File: src/rtl/lcg_stim_sequencer_if.sv
// Stimulus vector bus between the LCG sequencer (master) and the DUT-side consumer (slave).
interface lcg_stim_sequencer_if #(
  parameter int IN_W = 264
) ();
  logic [IN_W-1:0] in_flat;
  logic            vec_valid;
  logic            vec_ready;

  modport master (output in_flat, output vec_valid, input vec_ready);
  modport slave  (input in_flat, input vec_valid, output vec_ready);
endinterface

File: src/rtl/lcg_stim_sequencer.sv
// On-chip fuzz stimulus scheduler: fills a flat vector one LCG word per cycle and
// hands completed vectors to the consumer over valid/ready, counting them per run.
module lcg_stim_sequencer #(
  parameter int          IN_W     = 264,
  parameter logic [31:0] DEF_SEED = 32'd965067727
) (
  input  logic                        clk,
  input  logic                        rst,
  input  logic                        i_start,
  input  logic                        i_abort,
  input  logic                        i_seed_load,
  input  logic [31:0]                 i_seed_in,
  input  logic [31:0]                 i_num_cycles,
  lcg_stim_sequencer_if.master        o_vec,
  output logic                        o_busy,
  output logic                        o_done,
  output logic [31:0]                 o_vec_count,
  output logic [31:0]                 o_rng_state
);
  localparam int WORDS   = (IN_W + 31) / 32;
  localparam int LAST_LO = 32 * (WORDS - 1);
  localparam int LAST_W  = IN_W - LAST_LO;
  localparam int IDX_W   = (WORDS > 1) ? $clog2(WORDS) : 1;
  localparam logic [IDX_W-1:0] LAST_IDX = IDX_W'(WORDS - 1);

  typedef enum logic [1:0] {IDLE, FILL, PRESENT} state_t;

  state_t            r_state, w_state_nxt;
  logic [31:0]       r_rng, r_total, r_count;
  logic [IDX_W-1:0]  r_idx;
  logic [IN_W-1:0]   r_build, r_flat;
  logic              r_valid, r_done;

  logic [31:0]       w_rng_nxt, w_count_inc;
  logic [IN_W-1:0]   w_build_nxt;
  logic              w_seed_ld, w_run_start, w_step, w_fill_last, w_hs, w_final;

  assign w_rng_nxt   = r_rng * 32'h41C64E6D + 32'h3039;
  assign w_count_inc = r_count + 32'd1;

  // Splice the freshly stepped word into the build image; the top word is truncated.
  always_comb begin
    w_build_nxt = r_build;
    for (int k = 0; k < WORDS - 1; k++)
      if (r_idx == IDX_W'(k)) w_build_nxt[k*32 +: 32] = w_rng_nxt;
    if (r_idx == LAST_IDX) w_build_nxt[IN_W-1:LAST_LO] = w_rng_nxt[LAST_W-1:0];
  end

  always_ff @(posedge clk or posedge rst) begin
    if (rst) r_state <= IDLE;
    else     r_state <= w_state_nxt;
  end

  always_comb begin
    w_state_nxt = r_state;
    w_seed_ld   = 1'b0;
    w_run_start = 1'b0;
    w_step      = 1'b0;
    w_fill_last = 1'b0;
    w_hs        = 1'b0;
    w_final     = 1'b0;
    if (i_abort) begin
      w_state_nxt = IDLE;
    end else begin
      case (r_state)
        IDLE: begin
          if (i_seed_load) begin
            w_seed_ld = 1'b1;
          end else if (i_start) begin
            w_run_start = 1'b1;
            w_state_nxt = FILL;
          end
        end
        FILL: begin
          w_step = 1'b1;
          if (r_idx == LAST_IDX) begin
            w_fill_last = 1'b1;
            w_state_nxt = PRESENT;
          end
        end
        PRESENT: begin
          if (o_vec.vec_ready) begin
            w_hs = 1'b1;
            // A total of zero means num_cycles wrapped: run until aborted.
            if (r_total != 32'd0 && w_count_inc == r_total) begin
              w_final     = 1'b1;
              w_state_nxt = IDLE;
            end else begin
              w_state_nxt = FILL;
            end
          end
        end
        default: w_state_nxt = IDLE;
      endcase
    end
  end

  always_ff @(posedge clk or posedge rst) begin
    if (rst) begin
      r_rng   <= DEF_SEED;
      r_total <= '0;
      r_count <= '0;
      r_idx   <= '0;
      r_build <= '0;
      r_flat  <= '0;
      r_valid <= 1'b0;
      r_done  <= 1'b0;
    end else begin
      r_done <= w_final;
      if (w_seed_ld) r_rng <= i_seed_in;
      if (w_run_start) begin
        r_total <= i_num_cycles + 32'd1;
        r_count <= '0;
        r_idx   <= '0;
      end
      if (w_step) begin
        r_rng   <= w_rng_nxt;
        r_build <= w_build_nxt;
        r_idx   <= (r_idx == LAST_IDX) ? '0 : r_idx + IDX_W'(1);
      end
      if (w_fill_last) begin
        r_flat  <= w_build_nxt;
        r_valid <= 1'b1;
      end
      if (w_hs) begin
        r_valid <= 1'b0;
        if (r_count != 32'hFFFF_FFFF) r_count <= w_count_inc;
      end
      if (i_abort) r_valid <= 1'b0;
    end
  end

  assign o_vec.in_flat   = r_flat;
  assign o_vec.vec_valid = r_valid;
  assign o_busy          = (r_state == FILL) || (r_state == PRESENT);
  assign o_done          = r_done;
  assign o_vec_count     = r_count;
  assign o_rng_state     = r_rng;
endmodule
File: src/flat_wrapper.sv
// flat-port wrapper written by rule: the top's interface ports become plain ports
module lcg_stim_sequencer_flat 
#(
  parameter int          IN_W     = 264,
  parameter logic [31:0] DEF_SEED = 32'd965067727
)
  (clk, rst, i_start, i_abort, i_seed_load, i_seed_in, i_num_cycles, o_busy, o_done, o_vec_count, o_rng_state, o_vec_in_flat, o_vec_vec_valid, o_vec_vec_ready);
  lcg_stim_sequencer_if #(.IN_W(IN_W)) o_vec_i ();
  input  logic clk;
  input  logic rst;
  input  logic i_start;
  input  logic i_abort;
  input  logic i_seed_load;
  input  logic [31:0] i_seed_in;
  input  logic [31:0] i_num_cycles;
  output logic o_busy;
  output logic o_done;
  output logic [31:0] o_vec_count;
  output logic [31:0] o_rng_state;
  output wire logic [$bits(o_vec_i.in_flat)-1:0] o_vec_in_flat;
  output wire logic [$bits(o_vec_i.vec_valid)-1:0] o_vec_vec_valid;
  input wire logic [$bits(o_vec_i.vec_ready)-1:0] o_vec_vec_ready;
  assign o_vec_in_flat = o_vec_i.in_flat;
  assign o_vec_vec_valid = o_vec_i.vec_valid;
  assign o_vec_i.vec_ready = o_vec_vec_ready;
  lcg_stim_sequencer #(.IN_W(IN_W), .DEF_SEED(DEF_SEED)) u_core (.clk(clk), .rst(rst), .i_start(i_start), .i_abort(i_abort), .i_seed_load(i_seed_load), .i_seed_in(i_seed_in), .i_num_cycles(i_num_cycles), .o_vec(o_vec_i), .o_busy(o_busy), .o_done(o_done), .o_vec_count(o_vec_count), .o_rng_state(o_rng_state));
endmodule
File: config.mk
export PLATFORM = sky130hd
export DESIGN_NAME = lcg_stim_sequencer_flat
export DESIGN_NICKNAME = d
export VERILOG_FILES = /design/src/rtl/lcg_stim_sequencer_if.sv /design/src/rtl/lcg_stim_sequencer.sv /design/src/flat_wrapper.sv
export SDC_FILE = /design/constraint.sdc
export NUM_CORES = 2
export LEC_CHECK = 0
export CORE_ASPECT_RATIO = 0.5
export CORE_MARGIN = 4
export CORE_UTILIZATION = 35
export DETAILED_ROUTE_END_ITERATION = 10
export MAX_ROUTING_LAYER = met4
export PLACE_DENSITY = 0.58
export SYNTH_ARGS = -nofsm -noshare
export SYNTH_HDL_FRONTEND = slang
export SYNTH_SLANG_ARGS = --single-unit
export TNS_END_PERCENT = 5
File: constraint.sdc
create_clock -name clk -period 19.91 [get_ports clk]
set_clock_uncertainty 0.05 [all_clocks]
set_input_delay 1.991 -clock clk [delete_from_list [all_inputs] [get_ports clk]]
set_output_delay 1.991 -clock clk [all_outputs]
set_load 0.005 [all_outputs]
==> results.cfg <==
[job]
maxCapViolCount = 0

[synth]
synth_area_per_cell_um2 = 9.365
synthMuxAreaShare = 0.01490
async_flop_share = 1.000
synth_top_flop_cell = dfrtp_1
yosysTopAreaCell = dfrtp_1
synth_warnings = 0
synthAdderAreaFrac = 0.1816
synth_edf_count = 0
synthDistinctLibCells = 74
syn_nets = 4276
synthXorXnorAreaFrac = 0.03493
ys_top_cells_by_area = dfrtp_1 43%, fa_1 11%, nand2_1 8.2%
synth_top_family_by_area = adder cells
ys_seq_area_frac = 0.4392
synth-simple-area-share = 0.1355
ys_ff_latch = 624
synth_top_cell_area_share = 0.4266
synth-compound-area-share = 0.1273
netlist_area_um2 = 35600
syn-instance-count = 3802

[clock_tree]
clk_latency_ns = 0.68
cts_resized = 0
clkSlewWorstSetupHoldPaths_ns = 0.07
cts_max_level = 2
cts-root-buf = clkbuf_16
cts_tree = built
cts_setup_buffers = 0
cts_made_buffers = 59
clockBufferDepth = 3
clock-sinks = 624
hold_buffers = 0

[global_routing]
grtUsageTotal = 0.2294
grt_pass1_wl_um = 180800
grt_max_degree = 238
overflow = 0
antenna_found_initial = 7
grt_pass1_vias = 27610

[routing]
routed_wl_um = 120300
drc = 0
drtPass1Iterations = 5
via_per_inst = 5.055
avgRoutedWirePerCell_um = 21.91
route.vias.total = 27770
drt-initial-drc-count = 2045
ant_nets = 0

[floorplanning]
coreArea_um2 = 100500
die-area_um2 = 107200
initial_core_util = 0.3541
die-width_um = 459.1
dieHeight_um = 233.5
rows = 82
io_pins = 401

[sta]
setup_tns_ns = 0
period_share = 0.4096
hold_viol = 0
slew_viol_final = 0
period_minus_slack_ns = 8.156
worst_slack_ns = 11.75
final-setup-viol-count = 0
rsz0062_at_grt = no
slew_headroom = 0.2191
worst_pin_slew_ns = 1.170
fmax_ghz = 0.1226

[final_layout]
multi_input_area_um2 = 17900
finalCoreUtilization = 0.4308
stdcell_count = 5493
layout_common_cells = 776 x nand2_1, 607 x dfrtp_1, 548 x o21ai_0
finalNetCount = 4567
layout_commonest_cell = nand2_1
regArea_um2 = 15640
drive_above_1_share = 0.06085
n_fill_cell = 9795
area_growth_pct = 21.66

[worst_setup_path]
critPathMaxFanout = 29
path_class = register to register
end_kind = register
critPathRequiredTime_ns = 20.42
rrSetupSlack_ns = 11.75
start_kind = register
crit_arrival_ns = 8.66

[placement]
dp_cells = 5376
pre_cts_ws_ns = 11.89
detailed_place_hpwl_um = 89380
globalplace.congestion = 0.9453
portBuffers = 400

[status]
status = finished, final reports clean

[worst_hold_path]
min_path_type = register to register
[through the flow]
stage	hold slack [ns]	cell area (um2)
after global routing	0.4260	43310
after global placement	0.3933	41130
after detailed placement	0.4041	41130
after CTS	0.3891	43300
final	0.3990	43320
after floorplan	0.3831	35600
[cell families after synthesis]
| kind of cell | count (synthesis) |
|---|---|
| and+or+nand+nor | 1137 |
| AOI/OAI and AO/OA | 823 |
| DFF | 624 |
| buffers and inverters | 622 |
| adders and majority gates | 404 |
| xor gates and xnor gates | 142 |
| muxes | 50 |
[critical path: stages, from the launching register on]
cell	delay, ns
dfstp_2	1.13
inv_1	0.21
ha_1	0.34
buf_4	0.30
inv_1	0.20
ha_1	0.22
inv_1	0.06
fa_1	0.40
inv_1	0.08
fa_1	0.41
ha_1	0.29
ha_1	0.31
fa_1	0.48
inv_1	0.05
fa_1	0.47
inv_1	0.04
ha_1	0.44
nand4_1	0.18
a2111oi_2	0.44
nor4_1	0.17
a21oi_1	0.38
or3b_1	0.17
nand3_1	0.64
o211ai_1	0.45
o21a_1	0.17
[cells in the mapped netlist, types with 6 or more instances]
cell type  number
dfstp_2        17
a21o_1          6
buf_2          17
ha_1          216
and4_1         15
a22oi_1        27
xnor2_1        92
dfrtp_1       607
and3_1         12
clkbuf_1      186
inv_1         406
buf_1          10
a31oi_1         7
o211ai_1       16
nand3_1        49
o31ai_1        13
o21a_1         19
a21oi_1       139
and2_1         11
xor2_1         50
nor2b_1         8
o21ai_0       548
nand4_1        26
nor2_1        157
mux2_2         24
nand2b_1        9
nor3_1         14
nor4_1         19
nand2_1       778
mux2i_1        26
fa_1          188
[per-layer routing]
layer	up-vias	GRT usage	part of all wire	wire, um
met4	0	0.04815	0.018	2181
met5	-	-	0	0
li1	12970	-	-	-
met1	14040	0.3183	0.46	55350
met3	111	0.02543	0.045	5450
met2	651	0.3655	0.48	57350
[worst paths after layout]
check	start	endpoint	cells after the start
setup / recovery	u_core.o_rng_state[0]$_DFFE_PP1P_	u_core.o_vec.in_flat[120]$_DFFE_PP0P_	24
hold / removal	u_core.r_build[25]$_DFFE_PP0P_	u_core.o_vec.in_flat[25]$_DFFE_PP0P_	2
setup reg to reg	u_core.o_rng_state[0]$_DFFE_PP1P_	u_core.o_vec.in_flat[120]$_DFFE_PP0P_	24
hold reg to reg	u_core.r_build[25]$_DFFE_PP0P_	u_core.o_vec.in_flat[25]$_DFFE_PP0P_	2
max in group asynchronous	rst	u_core.r_build[96]$_DFFE_PP0P_	4
min in group asynchronous	rst	u_core.o_vec.in_flat[164]$_DFFE_PP0P_	2
[registers in the layout, summed over array words and instances (netlist names)]
| signal | count |
|---|---|
| u_core.r_total | 32 |
| u_core.o_vec_count | 32 |
| u_core.o_done | 1 |
| u_core.o_vec.in_flat | 264 |
| u_core.r_build | 256 |
| u_core.r_idx | 4 |
| u_core.o_rng_state | 32 |
| u_core.o_vec.vec_valid | 1 |
| u_core.r_state | 2 |
[area by class of cell]
cell class / instances / share of cell area
multi-input combinational: 2556 / 0.4134
sequential: 624 / 0.3610
timing repair buffer: 446 / 0.1010
tap: 1344 / 0.03882
clock buffer: 76 / 0.03764
inverter: 406 / 0.03536
clock inverter: 33 / 0.01239
antenna: 8 / 0.0004622
Power is not shown: default switching activity piles up to over one toggle a cycle in this logic, so the estimate is an artifact.
